`config.mk`:
```
export PLATFORM = sky130hd
export DESIGN_NAME = spi_master_tx_mw
export DESIGN_NICKNAME = d
export VERILOG_FILES = /design/src/rtl/spi_tx_pkg.sv /design/src/rtl/spi_tx_lane_sel.sv /design/src/rtl/spi_master_tx_mw.sv
export SDC_FILE = /design/constraint.sdc
export NUM_CORES = 1
export LEC_CHECK = 0
export CAP_MARGIN = 30
export CELL_PAD_IN_SITES_DETAIL_PLACEMENT = 0
export CELL_PAD_IN_SITES_GLOBAL_PLACEMENT = 1
export CORE_MARGIN = 5
export CORE_UTILIZATION = 44
export DETAILED_ROUTE_END_ITERATION = 7
export PLACE_DENSITY = 0.79
export RECOVER_POWER = 50
export SLEW_MARGIN = 20
export SYNTH_ARGS = -nofsm -noshare
export SYNTH_HDL_FRONTEND = slang
export SYNTH_SLANG_ARGS = --single-unit
```
`constraint.sdc`:
```
create_clock -name clk -period 4.96 [get_ports clk]
set_clock_uncertainty 0.2 [all_clocks]
set_input_delay 1.488 -clock clk [delete_from_list [all_inputs] [get_ports clk]]
set_output_delay 1.488 -clock clk [all_outputs]
set_load 0.05 [all_outputs]
```
`src/rtl/spi_tx_pkg.sv`:
```
// Shared types and lane helpers for the multi-lane SPI transmit shifter.
package spi_tx_pkg;

   typedef enum logic [1:0] {
      SPI_SINGLE = 2'b00,
      SPI_DUAL   = 2'b01,
      SPI_QUAD   = 2'b10
   } lane_mode_e;

   typedef enum logic [1:0] {
      IDLE     = 2'b00,
      TRANSMIT = 2'b01,
      STALL    = 2'b10
   } state_e;

   // Reserved encoding 2'b11 behaves as single lane.
   function automatic logic [2:0] lanes(input logic [1:0] mode);
      case (mode)
         2'b01:   return 3'd2;
         2'b10:   return 3'd4;
         default: return 3'd1;
      endcase
   endfunction

   function automatic logic [1:0] lanes_log2(input logic [1:0] mode);
      case (mode)
         2'b01:   return 2'd1;
         2'b10:   return 2'd2;
         default: return 2'd0;
      endcase
   endfunction

endpackage

```
`src/rtl/spi_tx_lane_sel.sv`:
```
// Maps the shift register onto the SDO lanes and drives per-lane output enables.
module spi_tx_lane_sel
   import spi_tx_pkg::*;
#(
   parameter int DATA_W    = 32,
   parameter int MAX_LANES = 4
) (
   input  logic [DATA_W-1:0]    i_shreg,
   input  logic [2:0]           i_lanes,
   input  logic                 i_lsb_first,
   input  logic                 i_active,
   output logic [MAX_LANES-1:0] o_sdo,
   output logic [MAX_LANES-1:0] o_sdo_oe
);

   localparam int IW = $clog2(DATA_W);

   logic [IW-1:0] w_base;

   // MSB-first lanes read the top L bits of the register.
   assign w_base = IW'(DATA_W - int'(i_lanes));

   for (genvar k = 0; k < MAX_LANES; k++) begin : g_lane
      logic w_use;
      assign w_use       = (3'(k) < i_lanes);
      assign o_sdo[k]    = w_use & (i_lsb_first ? i_shreg[k] : i_shreg[w_base + IW'(k)]);
      assign o_sdo_oe[k] = w_use & i_active;
   end

endmodule

```
`src/rtl/spi_master_tx_mw.sv`:
```
// SPI master transmit shifter: 1/2/4 lanes, MSB/LSB first, underrun stall and abort.
module spi_master_tx_mw
   import spi_tx_pkg::*;
#(
   parameter int DATA_W    = 32,
   parameter int CNT_W     = 16,
   parameter int MAX_LANES = 4
) (
   input  logic                 clk,
   input  logic                 rstn,
   input  logic                 en,
   input  logic                 tx_edge,
   input  logic [1:0]           mode_in,
   input  logic                 lsb_first_in,
   input  logic [CNT_W-1:0]     counter_in,
   input  logic                 counter_in_upd,
   input  logic [DATA_W-1:0]    data,
   input  logic                 data_valid,
   output logic                 data_ready,
   output logic [MAX_LANES-1:0] sdo,
   output logic [MAX_LANES-1:0] sdo_oe,
   output logic                 clk_en_o,
   output logic                 tx_done,
   output logic                 underrun
);

   localparam int WP_W = $clog2(DATA_W + 1);

   state_e            r_state, w_state_nxt;
   logic [CNT_W-1:0]  r_cnt, w_cnt_nxt, r_tgt;
   logic [WP_W-1:0]   r_wpos, w_wpos_nxt;
   logic [DATA_W-1:0] r_shreg, w_shreg_nxt, w_shifted;
   lane_mode_e        r_mode, w_mode_lat;
   logic              r_lsb;
   logic [CNT_W:0]    w_tgt_sum;
   logic [CNT_W-1:0]  w_tgt_lat;
   logic [2:0]        w_lanes;
   logic [WP_W-1:0]   w_wpw;
   logic              w_final, w_last;

   // Config latch: clamp modes wider than the lane count, round length up to whole shifts.
   always_comb begin
      w_mode_lat = (mode_in == 2'b01 || mode_in == 2'b10) ? lane_mode_e'(mode_in) : SPI_SINGLE;
      if (int'(lanes(w_mode_lat)) > MAX_LANES) w_mode_lat = SPI_SINGLE;
      w_tgt_sum = {1'b0, counter_in} + (CNT_W+1)'(lanes(w_mode_lat)) - 1'b1;
      w_tgt_lat = CNT_W'(w_tgt_sum >> lanes_log2(w_mode_lat));
      if (w_tgt_lat == '0) w_tgt_lat = CNT_W'(1);
   end

   always_ff @(posedge clk or negedge rstn) begin
      if (!rstn) begin
         r_mode <= SPI_SINGLE;
         r_lsb  <= 1'b0;
         r_tgt  <= CNT_W'(DATA_W);
      end else if (r_state == IDLE && counter_in_upd) begin
         r_mode <= w_mode_lat;
         r_lsb  <= lsb_first_in;
         r_tgt  <= w_tgt_lat;
      end
   end

   // r_wpos tracks counter mod (DATA_W / L) so no divider is needed.
   assign w_lanes   = lanes(r_mode);
   assign w_wpw     = WP_W'(DATA_W >> lanes_log2(r_mode));
   assign w_last    = (r_wpos == w_wpw - 1'b1);
   assign w_final   = (r_cnt == r_tgt - 1'b1);
   assign w_shifted = r_lsb ? (r_shreg >> w_lanes) : (r_shreg << w_lanes);

   always_ff @(posedge clk or negedge rstn) begin
      if (!rstn) begin
         r_state <= IDLE;
         r_cnt   <= '0;
         r_wpos  <= '0;
         r_shreg <= '0;
      end else begin
         r_state <= w_state_nxt;
         r_cnt   <= w_cnt_nxt;
         r_wpos  <= w_wpos_nxt;
         r_shreg <= w_shreg_nxt;
      end
   end

   always_comb begin
      w_state_nxt = r_state;
      w_cnt_nxt   = r_cnt;
      w_wpos_nxt  = r_wpos;
      w_shreg_nxt = r_shreg;
      data_ready  = 1'b0;
      clk_en_o    = 1'b0;
      tx_done     = 1'b0;
      underrun    = 1'b0;
      case (r_state)
         IDLE: begin
            if (rstn && en && data_valid) begin
               data_ready  = 1'b1;
               w_shreg_nxt = data;
               w_cnt_nxt   = '0;
               w_wpos_nxt  = '0;
               w_state_nxt = TRANSMIT;
            end
         end
         TRANSMIT: begin
            clk_en_o = 1'b1;
            if (!en) begin
               w_state_nxt = IDLE;
               w_cnt_nxt   = '0;
               w_wpos_nxt  = '0;
            end else if (tx_edge) begin
               w_shreg_nxt = w_shifted;
               w_cnt_nxt   = r_cnt + 1'b1;
               w_wpos_nxt  = w_last ? '0 : r_wpos + 1'b1;
               if (w_final) begin
                  tx_done    = 1'b1;
                  w_cnt_nxt  = '0;
                  w_wpos_nxt = '0;
                  if (data_valid) begin
                     data_ready  = 1'b1;
                     w_shreg_nxt = data;
                  end else begin
                     clk_en_o    = 1'b0;
                     w_state_nxt = IDLE;
                  end
               end else if (w_last) begin
                  if (data_valid) begin
                     data_ready  = 1'b1;
                     w_shreg_nxt = data;
                  end else begin
                     clk_en_o    = 1'b0;
                     underrun    = 1'b1;
                     w_state_nxt = STALL;
                  end
               end
            end
         end
         STALL: begin
            if (!en) begin
               w_state_nxt = IDLE;
               w_cnt_nxt   = '0;
               w_wpos_nxt  = '0;
            end else if (data_valid) begin
               data_ready  = 1'b1;
               w_shreg_nxt = data;
               w_state_nxt = TRANSMIT;
            end
         end
         default: w_state_nxt = IDLE;
      endcase
   end

   spi_tx_lane_sel #(
      .DATA_W    (DATA_W),
      .MAX_LANES (MAX_LANES)
   ) u_lane_sel (
      .i_shreg     (r_shreg),
      .i_lanes     (w_lanes),
      .i_lsb_first (r_lsb),
      .i_active    (r_state != IDLE),
      .o_sdo       (sdo),
      .o_sdo_oe    (sdo_oe)
   );

endmodule

```
# Yosys cells after proc, flatten, opt, wreduce, memory -nomap -nowiden
# Cells that the tools add are included.
# Widths: inputs -> output; s select.
# classes
n_eq_ne,23
n_mux,76
n_bitwise,8
magnitude_cmp,9
shifts,4
reduce_logical,11
add_sub_neg,10
# ops
cell,count
$mux 32,9
$mux 16,6
$pmux 32 s3,1
$pmux 16 s3,1
$mux 6,6
$shl 32x3->32,1
$shr 32x3->32,1
$mux 1,30
$lt 5x6->1 const B,4
$mux 2,11
$bmux 1 s5,4
$pmux 3 s2,3
$pmux 6 s3,1
$add 16x3->17,1
$shr 17x2->16,1
$sub 17x1->17 const B,1
$add 16x1->16 const B,1
$eq 16x16->1,1
$logic_not 16->1,1
$sub 16x1->16 const B,1
$ne 4x4->1 const B,3
$reduce_and 6->1,2
$add 5x2->5 const B,2
$eq 2x1->1 const B,5
23 further kinds,44
# word_totals
reg_bits,75
output_inout_bits,12

# Depth between registers and ports, before layout
# logic_depth
ltp_word,14
depth_mapped,19
mapped_depth_nobuf,17

# Cells and area by module
# From an unflattened synthesis, not the netlist that was laid out.
# unflattened
hier_cells,1167
area_unflattened_um2,8759.7
# by_module_without_submodules
mod,area_per_inst_um2,instances,cells_per_inst
spi_master_tx_mw,7682.4,1,1077
spi_tx_lane_sel,1077.3,1,90

# Worst setup path after synthesis
# Ideal clock, no wire load.
# synth_path
path_kind,in2reg
startpoint,input mode_in[0]
endpoint,register r_tgt[0]
setup_ps,83
arrival_time_ps,5062
cell_stages,17
slack_ps,-385
path_cell_list,inv_1 -> ha_1 -> clkbuf_1 -> clkinv_1 -> clkbuf_1 -> ha_1 -> inv_1 -> ha_1 -> a21o_1 -> a22oi_1 -> a21oi_2 -> xor2_1 -> a221o_1 -> or4b_1 -> a2111oi_0 -> nand4_1 -> o21ai_0
# synth_via
elab_chain_cells,14
word_cells_on_any_way,18
cone_classes,add/sub: 2; order compare: 1; eq/ne: 6; shift: 1; mux: 6; reduce/logical: 2
# synth_rtl
element,line,text
"start, declared",spi_master_tx_mw.sv:13,"input logic [1:0] mode_in,"
$eq 2x1->1 or $eq 2x2->1 (tied branches),spi_master_tx_mw.sv:43,w_mode_lat = (mode_in == 2'b01 || mode_in == 2'b10) ? lane_mode_e'(mode_in) : SPI_SINGLE;
$logic_or 1x1->1,spi_master_tx_mw.sv:43,
$mux 2 (*),spi_master_tx_mw.sv:43,
$eq 2x2->1 or $eq 2x1->1 (tied branches),spi_tx_pkg.sv:18,case (mode)
$pmux 3 s2,spi_tx_pkg.sv:18,
$gt 3x3->1,spi_master_tx_mw.sv:44,if (int'(lanes(w_mode_lat)) > MAX_LANES) w_mode_lat = SPI_SINGLE;
$mux 2 (*),spi_master_tx_mw.sv:44,
via w_mode_lat[1],spi_master_tx_mw.sv:33,"lane_mode_e r_mode, w_mode_lat;"
$eq 2x2->1 or $eq 2x1->1 (tied branches),"spi_tx_pkg.sv:18, spi_tx_pkg.sv:26",
$pmux 3 s2,spi_tx_pkg.sv:18,
$add 16x3->17,spi_master_tx_mw.sv:45,"w_tgt_sum = {1'b0, counter_in} + (CNT_W+1)'(lanes(w_mode_lat)) - 1'b1;"
$sub 17x1->17,spi_master_tx_mw.sv:45,
$shr 17x2->16 (*),spi_master_tx_mw.sv:46,w_tgt_lat = CNT_W'(w_tgt_sum >> lanes_log2(w_mode_lat));
$logic_not 16->1,spi_master_tx_mw.sv:47,if (w_tgt_lat == '0) w_tgt_lat = CNT_W'(1);
$mux 16 (*),spi_master_tx_mw.sv:47,
"end signal, assigned",spi_master_tx_mw.sv:54,r_tgt <= CNT_W'(DATA_W);
"end signal, assigned",spi_master_tx_mw.sv:58,r_tgt <= w_tgt_lat;
"end, declared",spi_master_tx_mw.sv:30,"logic [CNT_W-1:0] r_cnt, w_cnt_nxt, r_tgt;"
# The timed path passes the listed nets; every way through them passes the cells marked *.
# A chain may end at the register's enable or synchronous reset.

# Worst setup path after layout
# layout_path
startpoint,input counter_in[1]
endpoint,register r_tgt[0]
# layout_via
elab_chain_cells,5
# layout_rtl
element,line,text
"start, declared",spi_master_tx_mw.sv:15,"input logic [CNT_W-1:0] counter_in,"
$add 16x3->17 (*),spi_master_tx_mw.sv:45,
$sub 17x1->17 (*),spi_master_tx_mw.sv:45,
$shr 17x2->16 (*),spi_master_tx_mw.sv:46,
$logic_not 16->1,spi_master_tx_mw.sv:47,
$mux 16 (*),spi_master_tx_mw.sv:47,
# Every way passes the cells marked *; elsewhere a longest branch is shown, timed or not.

==> impl_metrics.tcl <==
set metrics [dict create \
    max_freq_mhz 208 \
    worstPathRequired_ns 5.03 \
    grt_use_met3_pct 2.30 \
    synth_edf_count 0 \
    grtUsageTotal_pct 21.8 \
    setup_viol_count_final 0 \
    cts_root_buf "clkbuf_16" \
    synth_seq_cells 75 \
    grt_use_met1_pct 28.6 \
    cp_max_fo 2 \
    clock_latency_ns 0.35 \
    rows 48 \
    critical_path_class "input pin to flop" \
    antenna_left 0 \
    clock_path_buffers 2 \
    clk_pin_slew_ns 0.06 \
    grt_pass1_vias 7474 \
    ys_seq_area_share_pct 23.9 \
    final_cell_mix "nand2_1 (111), nor2_1 (95), o21ai_0 (86)" \
    failed_checks "capacitance limit, slew limit" \
    crit_path_end_kind "flop" \
    cellLeakagePower_nw 4.13 \
    fill_cells 1702 \
    min_period_ns 4.81 \
    drc 0 \
    grt_max_degree 74 \
    cts_buffers 9 \
    die_w_um 144 \
    initialDrtViolationCount 497 \
    cts_tree "yes" \
    synth_area_um2 7850 \
    core_um2 17400 \
    use_met2_pct 38.3 \
    crit_path_start_kind "input pin" \
    totalWireLength_mm 22.0 \
    synth_fp_nets 1141 \
    final_common_cell "nand2_1" \
    ys_warn_count 0 \
    syn2layout_area_growth_pct 20.2 \
    via_count 7688 \
    slew_headroom_pct -6.96 \
    io_pins 69 \
    dr.pass1.iters 5 \
    syn_area_per_cell_um2 7.47 \
    cp_data_arrival_time_ns 4.87 \
    power_density_nw_per_um2 622 \
    via_per_inst 5.72 \
    fin_nets 1204 \
    die_h_um 144 \
    hpwl_mm 16.3 \
    finalHoldViolCount 0 \
    overflow 0 \
    clock_sinks 75 \
    worst_slew_pin_slew_ns 1.60 \
    grt_antenna_before_repair 1 \
    placed_area_um2 9040 \
    drive_above_1_share_pct 12.0 \
    die-area_um2 20600 \
    finalWorstSetupSlack_ns 0.153 \
    port_buffers 68 \
    synth-main-ff-cell "dfrtp_1" \
    synthCells 1051 \
    htreeDepth 3 \
    initial_utilization_pct 45.1 \
    dp_slack_ns -0.544 \
    period_share_pct 96.9 \
    maxSlewViolCount 27 \
    synthArstFlopShare_pct 100 \
    status "complete, but fails checks" \
    irDropWorstVdd_mv 0.280 \
    rsz0062_at_grt "no" \
    cap_viol_max_count 1 \
    ys_types 82 \
    grt_pass1_wl_mm 37.1 \
    grt_busiest_layer "met2" \
    wl_per_cell_um 16.3 \
    hold_class "flop to flop" \
    place.gp.congestion 0.860 \
    final_cell_area_um2 9440 \
    power_mw 5.87 \
]
[path summary, 6_finish.rpt]
path,startpoint,to,slack [ns],cells past startpoint
worst max-delay path,counter_in[1],r_tgt[0]$_DFFE_PN0P_,0.15,16
worst min-delay path,r_tgt[14]$_DFFE_PN0P_,r_tgt[14]$_DFFE_PN0P_,0.32,2
worst max register to register,r_tgt[8]$_DFFE_PN0P_,r_shreg[23]$_DFFE_PN0P_,1.13,11
worst min register to register,r_tgt[14]$_DFFE_PN0P_,r_tgt[14]$_DFFE_PN0P_,0.32,2
max in group asynchronous,rstn,r_lsb$_DFFE_PN0P_,1.52,3
min in group asynchronous,rstn,r_shreg[27]$_DFFE_PN0P_,1.55,2
[registers in the layout, indices dropped and copies added, names as in the netlist]
register  flops
r_lsb         1
r_wpos        6
r_state       2
r_tgt        16
r_mode        2
r_shreg      32
r_cnt        16
[worst max-delay path, stage by stage]
cell and delay (ns):
clkdlybuf4s50_1 0.45, inv_1 0.04, ha_1 0.28, inv_1 0.06, ha_2 0.17, inv_2 0.04, fa_2 0.38, nand2b_4 0.15
a21o_1 0.18, mux2_4 0.31, o21ai_2 0.11, o31a_1 0.16, or4b_4 0.48, a2111oi_4 0.29, nand4_1 0.14, o21ai_1 0.14
[logic make-up (layout without fill, tap and decap cells)]
| family | count (synthesis) | count (layout) | share of synthesized area, % |
|---|---|---|---|
| flops | 75 | 75 | 23.9 |
| compound gates | 329 | 329 | 27.9 |
| xor+xnor | 38 | 38 | 4.24 |
| fa+ha+maj | 33 | 33 | 5.36 |
| other cells | 0 | 1 | 0 |
| mux | 58 | 58 | 7.59 |
| simple gates | 396 | 396 | 24.9 |
| buf+inv | 122 | 190 | 6.10 |
[report_power, final]
group	total [mW]	leakage (nW)	internal [mW]	switching, mW
clock	0.653	0.139	0.357	0.295
combinational	4.10	3.03	1.74	2.37
sequential	1.11	0.960	0.838	0.273
[stage by stage]
stage	hold slack (ns)	util [%]	setup TNS [ns]	std cells
floorplan	0.264	-	-0.324	1051
global placement	0.304	51.9	-1.68	1324
detailed placement	0.306	51.9	-1.99	1324
CTS	0.322	53.8	-0.000966	1340
global route	0.347	54.2	0	1345
finish	0.318	54.2	0	1345
[Yosys cell counts, drive strengths merged (23+ instances only)]
cell type | count | share of area, %
mux2i | 46 | 5.9
dfrtp | 74 | 24
nand2 | 112 | 5.4
o211ai | 23 | 2.2
nor2 | 98 | 4.8
a31oi | 24 | 1.9
a21oi | 58 | 3.8
nor3 | 27 | 1.7
nand3 | 32 | 2.0
nand2b | 24 | 1.9
inv | 44 | 2.1
clkbuf | 61 | 2.9
o21ai | 89 | 5.7
ha | 32 | 5.1
xnor2 | 30 | 3.3
[area by class of cell]
type / instances / area, µm² / area share (%)
Multi-Input combinational cell: 854 / 5600 / 59.3
Sequential cell: 75 / 1880 / 19.9
Timing Repair Buffer: 128 / 1210 / 12.8
Tap cell: 225 / 282 / 2.98
Clock buffer: 10 / 239 / 2.53
Inverter: 46 / 174 / 1.84
Clock inverter: 6 / 47.5 / 0.504
Antenna cell: 1 / 2.50 / 0.0265
[routing by layer]
layer	share of wire [%]	wire length, µm	vias to the layer above
met5	0	0	-
met1	45	9920	3585
met2	50	11000	140
met3	3.1	681	25
li1	-	-	3938
met4	1.7	381	0
[what timing repair did]
| item | 4_1_cts | 5_1_grt |
|---|---|---|
| hold buffers | 0 | 0 |
| buffers inserted | 0 | 4 |
| pin swaps | 5 | 12 |
| setup endpoints to repair | 2 | 8 |
| resized for setup | 9 | 14 |
Power figures use the tool's default switching activity.
